--- config.mk ---
export PLATFORM = sky130hd
export DESIGN_NAME = an_decode_sequencer
export DESIGN_NICKNAME = d
export VERILOG_FILES = /design/src/rtl/an_decode_sequencer.sv
export SDC_FILE = /design/constraint.sdc
export NUM_CORES = 1
export LEC_CHECK = 0
export CORE_ASPECT_RATIO = 1.75
export CORE_MARGIN = 8
export CORE_UTILIZATION = 28
export CTS_CLUSTER_DIAMETER = 60
export CTS_CLUSTER_SIZE = 10
export DETAILED_ROUTE_END_ITERATION = 8
export PLACE_DENSITY = 0.42
export SLEW_MARGIN = 20
export SYNTH_ARGS = -nofsm -noshare
export SYNTH_HDL_FRONTEND = slang
export SYNTH_SLANG_ARGS = --single-unit
--- constraint.sdc ---
create_clock -name clk -period 11 [get_ports clk]
set_clock_uncertainty 0.15 [all_clocks]
set_input_delay 2.75 -clock clk [delete_from_list [all_inputs] [get_ports clk]]
set_output_delay 2.75 -clock clk [all_outputs]
set_load 0.02 [all_outputs]
--- src/rtl/an_decode_sequencer.sv ---
// AN-code (A=29) decoder: serial residue check, optional single-bit fix, serial divide by A.
// Single-bit correction stage is built only when ANDEC_CORRECT_EN is defined.
module an_decode_sequencer #(
  parameter int A   = 29,
  parameter int WAN = 28,
  parameter int WN  = 23
) (
  input  logic           clk,
  input  logic           rst,
  input  logic           in_valid,
  output logic           in_ready,
  input  logic [WAN-1:0] ANe,
  output logic           out_valid,
  input  logic           out_ready,
  output logic [WN-1:0]  Nc,
  output logic           err_corr,
  output logic           err_uncorr,
  output logic           err_range,
  output logic           busy
);
  localparam int RW = $clog2(A);
  localparam int CW = $clog2(WAN + 1);
  localparam int IW = $clog2(WAN);

  typedef enum logic [2:0] {
    IDLE,
    RESID,
`ifdef ANDEC_CORRECT_EN
    CORRECT,
`endif
    DIVIDE,
    OUT
  } state_t;

  state_t         state_q, state_d;
  logic [WAN-1:0] w_q, w_d;
  logic [WAN-1:0] q_q, q_d;
  logic [RW-1:0]  r_q, r_d;
  logic [RW-1:0]  rem_q, rem_d;
  logic [CW-1:0]  cnt_q, cnt_d;
  logic           unc_q, unc_d;
  logic [WN-1:0]  nc_q, nc_d;
  logic           err_uncorr_q, err_uncorr_d;
  logic           err_range_q, err_range_d;

  logic [IW-1:0]  bit_idx;
  logic           cur_bit;
  logic [RW:0]    r_trial, r_red;
  logic [RW:0]    d_trial, d_red;
  logic           q_bit;

`ifdef ANDEC_CORRECT_EN
  // 2^k mod 29 for k = 0..27; a nonzero residue identifies the flipped bit position
  localparam logic [RW-1:0] POW_TBL [WAN] = '{
    5'd1,  5'd2,  5'd4,  5'd8,  5'd16, 5'd3,  5'd6,  5'd12, 5'd24, 5'd19,
    5'd9,  5'd18, 5'd7,  5'd14, 5'd28, 5'd27, 5'd25, 5'd21, 5'd13, 5'd26,
    5'd23, 5'd17, 5'd5,  5'd10, 5'd20, 5'd11, 5'd22, 5'd15
  };
  logic          corr_q, corr_d;
  logic          err_corr_q, err_corr_d;
  logic [IW-1:0] k_sel, j_sel;
  logic [IW:0]   j_sum;

  always_comb begin
    k_sel = '0;
    for (int k = 0; k < WAN; k++) begin
      if (POW_TBL[k] == r_q) k_sel = IW'(k);
    end
    j_sum = {1'b0, k_sel} + (IW+1)'(WAN / 2);
    if (j_sum >= (IW+1)'(WAN)) j_sum = j_sum - (IW+1)'(WAN);
    j_sel = j_sum[IW-1:0];
  end
`endif

  assign bit_idx = IW'(WAN - 1) - IW'(cnt_q);
  assign cur_bit = w_q[bit_idx];
  assign r_trial = {r_q, cur_bit};
  assign r_red   = (r_trial >= (RW+1)'(A)) ? r_trial - (RW+1)'(A) : r_trial;
  assign d_trial = {rem_q, cur_bit};
  assign q_bit   = (d_trial >= (RW+1)'(A));
  assign d_red   = q_bit ? d_trial - (RW+1)'(A) : d_trial;

  always_comb begin
    state_d      = state_q;
    w_d          = w_q;
    q_d          = q_q;
    r_d          = r_q;
    rem_d        = rem_q;
    cnt_d        = cnt_q;
    unc_d        = unc_q;
    nc_d         = nc_q;
    err_uncorr_d = err_uncorr_q;
    err_range_d  = err_range_q;
`ifdef ANDEC_CORRECT_EN
    corr_d       = corr_q;
    err_corr_d   = err_corr_q;
`endif
    case (state_q)
      IDLE: begin
        if (in_valid) begin
          w_d     = ANe;
          q_d     = '0;
          r_d     = '0;
          rem_d   = '0;
          cnt_d   = '0;
          unc_d   = 1'b0;
`ifdef ANDEC_CORRECT_EN
          corr_d  = 1'b0;
`endif
          state_d = RESID;
        end
      end
      RESID: begin
        r_d   = r_red[RW-1:0];
        cnt_d = cnt_q + 1'b1;
        if (cnt_q == CW'(WAN - 1)) begin
          cnt_d   = '0;
`ifdef ANDEC_CORRECT_EN
          state_d = CORRECT;
`else
          unc_d   = (r_red[RW-1:0] != '0);
          state_d = DIVIDE;
`endif
        end
      end
`ifdef ANDEC_CORRECT_EN
      CORRECT: begin
        if (r_q != '0) begin
          if (w_q[k_sel]) begin
            w_d[k_sel] = 1'b0;
            corr_d     = 1'b1;
          end else if (!w_q[j_sel]) begin
            w_d[j_sel] = 1'b1;
            corr_d     = 1'b1;
          end else begin
            unc_d      = 1'b1;
          end
        end
        state_d = DIVIDE;
      end
`endif
      DIVIDE: begin
        // One extra cycle after the last quotient bit to latch results
        if (cnt_q == CW'(WAN)) begin
          nc_d         = unc_q ? '0 : q_q[WN-1:0];
          err_range_d  = unc_q ? 1'b0 : |q_q[WAN-1:WN];
          err_uncorr_d = unc_q;
`ifdef ANDEC_CORRECT_EN
          err_corr_d   = corr_q;
`endif
          state_d      = OUT;
        end else begin
          rem_d = d_red[RW-1:0];
          q_d   = {q_q[WAN-2:0], q_bit};
          cnt_d = cnt_q + 1'b1;
        end
      end
      OUT: begin
        if (out_ready) state_d = IDLE;
      end
      default: state_d = IDLE;
    endcase
  end

  always_ff @(posedge clk or posedge rst) begin
    if (rst) begin
      state_q      <= IDLE;
      w_q          <= '0;
      q_q          <= '0;
      r_q          <= '0;
      rem_q        <= '0;
      cnt_q        <= '0;
      unc_q        <= 1'b0;
      nc_q         <= '0;
      err_uncorr_q <= 1'b0;
      err_range_q  <= 1'b0;
`ifdef ANDEC_CORRECT_EN
      corr_q       <= 1'b0;
      err_corr_q   <= 1'b0;
`endif
    end else begin
      state_q      <= state_d;
      w_q          <= w_d;
      q_q          <= q_d;
      r_q          <= r_d;
      rem_q        <= rem_d;
      cnt_q        <= cnt_d;
      unc_q        <= unc_d;
      nc_q         <= nc_d;
      err_uncorr_q <= err_uncorr_d;
      err_range_q  <= err_range_d;
`ifdef ANDEC_CORRECT_EN
      corr_q       <= corr_d;
      err_corr_q   <= err_corr_d;
`endif
    end
  end

  assign in_ready   = (state_q == IDLE);
  assign busy       = (state_q != IDLE);
  assign out_valid  = (state_q == OUT);
  assign Nc         = nc_q;
  assign err_uncorr = err_uncorr_q;
  assign err_range  = err_range_q;
`ifdef ANDEC_CORRECT_EN
  assign err_corr   = err_corr_q;
`else
  assign err_corr   = 1'b0;
`endif

endmodule

==> out/metrics.csv <==
metric,value,unit
crit_slowest_cell,a21boi_0,
p_switching,0.000453,W
avgSynthCellArea,10.3,µm²
finalMaxSlewViolations,0,
postCtsSetupRepairBufs,0,
cts_resized,0,
rsz0062_at_grt,false,
syn_nets,503,
switching_share,34.4,%
drc,0,
nNetsFinal,553,
gp_congestion,0.794,
track_usage,10.3,%
wl,10.3,mm
hold_path.class,reg2reg,
cts_buffer_depth,2,
clk_latency,0.34,ns
max_slew.worst_pin.slew,1.12,ns
fmaxAchievable,204,MHz
die_area,21300,µm²
cts_inserted_buffers,9,
synthFlopType,dfrtp_1,
antenna_found_initial,0,
drt_iter0_drc,133,
pin_count,61,
netlist_area,4700,µm²
numClockSinks,99,
relSlewSlack,23.8,%
hold_viol,0,
power.leakage,2.41,nW
ys_types,42,
die_height,187,µm
areaGrowthSynthToFinish,24.6,%
ys_seq_area_share,52.7,%
cap_violations,0,
postRouteAntennaNets,0,
cts_tree,done,
finalSetupTns,0,ns
drt_first_pass_iters,4,
cts_root_buffer,clkbuf_16,
power,0.00132,W
port_buffers,59,
min_period,4.91,ns
pwr-share-clk,28.7,%
num_vias,3352,
criticalPathCategory,in2reg,
worst_setup_path_start_kind,input port,
arrival,5.03,ns
dp_hpwl,7.35,mm
yosys_warnings,0,
h-tree-depth,3,
num_rows,62,
ys_async_sr_fraction,100,%
crit_path_max_incr_delay,0.57,ns
fill_cells,1714,
p_int,0.000864,W
core_area,16400,µm²
cts.clk_slew.worst_paths,0.07,ns
critPathMaxFanout,30,
grt_max_degree,64,
timing.final.crit_share,44.6,%
crit_path_end_kind,flop,
drive_above_1_share,11.1,%
crit_chain,"clkdlybuf4s50_1, nand2_1, buf_4, a21boi_0, o21ai_0, nor4bb_1, a211o_1, a21oi_1",
grt_pass1_wl,17.9,mm
seq_area,2480,µm²
overflow,0,
initial_core_util,28.6,%
setup_violations,0,
combinationalPowerShare,33.3,%
status,completed,
synth_seq_cells,99,
fp.dieW,114,µm
multiInputGateArea,2050,µm²
synth_edf_count,0,
grt_pass1_vias,3652,
wl_per_cell,14.0,µm
ir_worst_vdd,0.000119,V
pwr-share-seq,38.0,%
n_antenna_cell,0,
syn_inst,458,
via_per_inst,4.55,
cts_hold_buf,0,
p_per_area,225,nW/µm²
crit_required,11.12,ns
==> metrics by stage <==
| stage | utilization (%) | instance area, µm² | hold slack [ns] | cells | setup slack [ns] |
|---|---|---|---|---|---|
| floorplan | - | 4700 | 0.291 | 458 | 5.51 |
| global placement | 33.4 | 5500 | 0.312 | 721 | 5.81 |
| detailed placement | 33.4 | 5500 | 0.317 | 721 | 5.72 |
| CTS | 35.6 | 5860 | 0.333 | 737 | 6.10 |
| global route | 35.6 | 5860 | 0.349 | 737 | 5.87 |
| finish | 35.6 | 5860 | 0.326 | 737 | 6.09 |
==> cell usage in the layout (no fill, tap or decap), types with 2 or more instances in the layout <==
cell and instances:
clkbuf_16 9, xnor2_1 6, nand2b_1 31, a21oi_1 8, nor2_1 12, nor3_1 5
mux4_2 3, nand3_1 7, inv_4 2, mux4_1 4, mux2i_1 2, nand2_1 98
nand4_1 2, o21ai_1 2, dfrtp_1 99, or4_1 3, inv_8 2, ha_1 13
nor4_1 2, bufinv_16 3, buf_4 5, and3_1 2, a21o_1 2, a221oi_1 2
clkdlybuf4s50_1 59, o21ai_0 67, inv_1 12, o31ai_1 4, mux2_2 30, a41oi_1 2
==> registers in the layout (all words and copies together), names as in the netlist <==
register and flops:
err_range 1, state_q 2, unc_q 1, cnt_q 5, r_q 5, Nc 23
err_uncorr 1, q_q 28, w_q 28, rem_q 5
==> synth_stat cells, types with 2 or more instances <==
library cell,n,area [µm²]
o21ai_0,67,335
clkbuf_1,21,78.8
a41oi_1,2,17.5
a221oi_1,2,17.5
a21oi_1,8,40.0
nand2_1,98,368
mux4_2,3,67.6
nor3_1,5,25.0
nand3_1,7,35.0
a21o_1,2,15.0
nor4_1,2,12.5
ha_1,13,163
o31ai_1,4,30.0
mux2_2,30,338
dfrtp_1,99,2480
nand4_1,2,12.5
mux2i_1,2,20.0
mux4_1,4,105
nor2_1,12,45.0
nand2b_1,31,194
and3_1,2,12.5
or4_1,3,22.5
xnor2_1,6,52.6
buf_6,2,22.5
o21ai_1,2,10.0
inv_1,13,48.8
==> cells by family after synthesis <==
kind of cell | synth area share [%]
other cells | 0.0798
buf+inv | 3.57
simple gates | 16.0
compound gates | 11.8
fa+ha+maj | 3.46
xor+xnor | 1.12
mux | 11.3
flops | 52.7
==> final timing paths <==
check                          from      to  slack, ns  depth (start not counted)
setup / recovery           in_valid   unc_q       6.09                          8
hold / removal                Nc[6]   Nc[6]       0.33                          2
setup reg to reg           cnt_q[2]  r_q[3]       6.43                         14
hold reg to reg               Nc[6]   Nc[6]       0.33                          2
max in group asynchronous       rst  r_q[1]       6.88                          3
min in group asynchronous       rst  w_q[8]       2.62                          2
==> cell type report <==
type | count | share of cell area (%)
Clock buffer | 10 | 4.08
Inverter | 14 | 0.983
Sequential cell | 99 | 42.3
Tap cell | 224 | 4.79
Clock inverter | 6 | 2.05
Timing Repair Buffer | 64 | 10.7
Multi-Input combinational cell | 320 | 35.1
==> power groups by stage <==
stage	clock, W	sequential, W	combinational, W
after global routing	0.000407	0.000514	0.000498
final	0.000378	0.000501	0.000439
after detailed placement	0	0.000508	0.000449
after CTS	0.000393	0.000501	0.000450
after floorplan	0	0.000482	0.000352
after global placement	0	0.000505	0.000440
==> per-layer routing <==
| metal | vias to the layer above | track usage (%) | share of wire [%] |
|---|---|---|---|
| met5 | - | 0 | 0 |
| met3 | 14 | 3.04 | 5.6 |
| met4 | 0 | 4.22 | 1.8 |
| met1 | 1610 | 11.1 | 41 |
| li1 | 1656 | - | - |
| met2 | 72 | 18.2 | 52 |
==> critical path, delay by kind of cell <==
kind	cells	cell delay, ns
AO/OA/AOI/OAI	4	1.23
buffers and inverters	2	0.77
AND/OR/NAND/NOR	2	0.28
(Power assumes the default switching activity.)
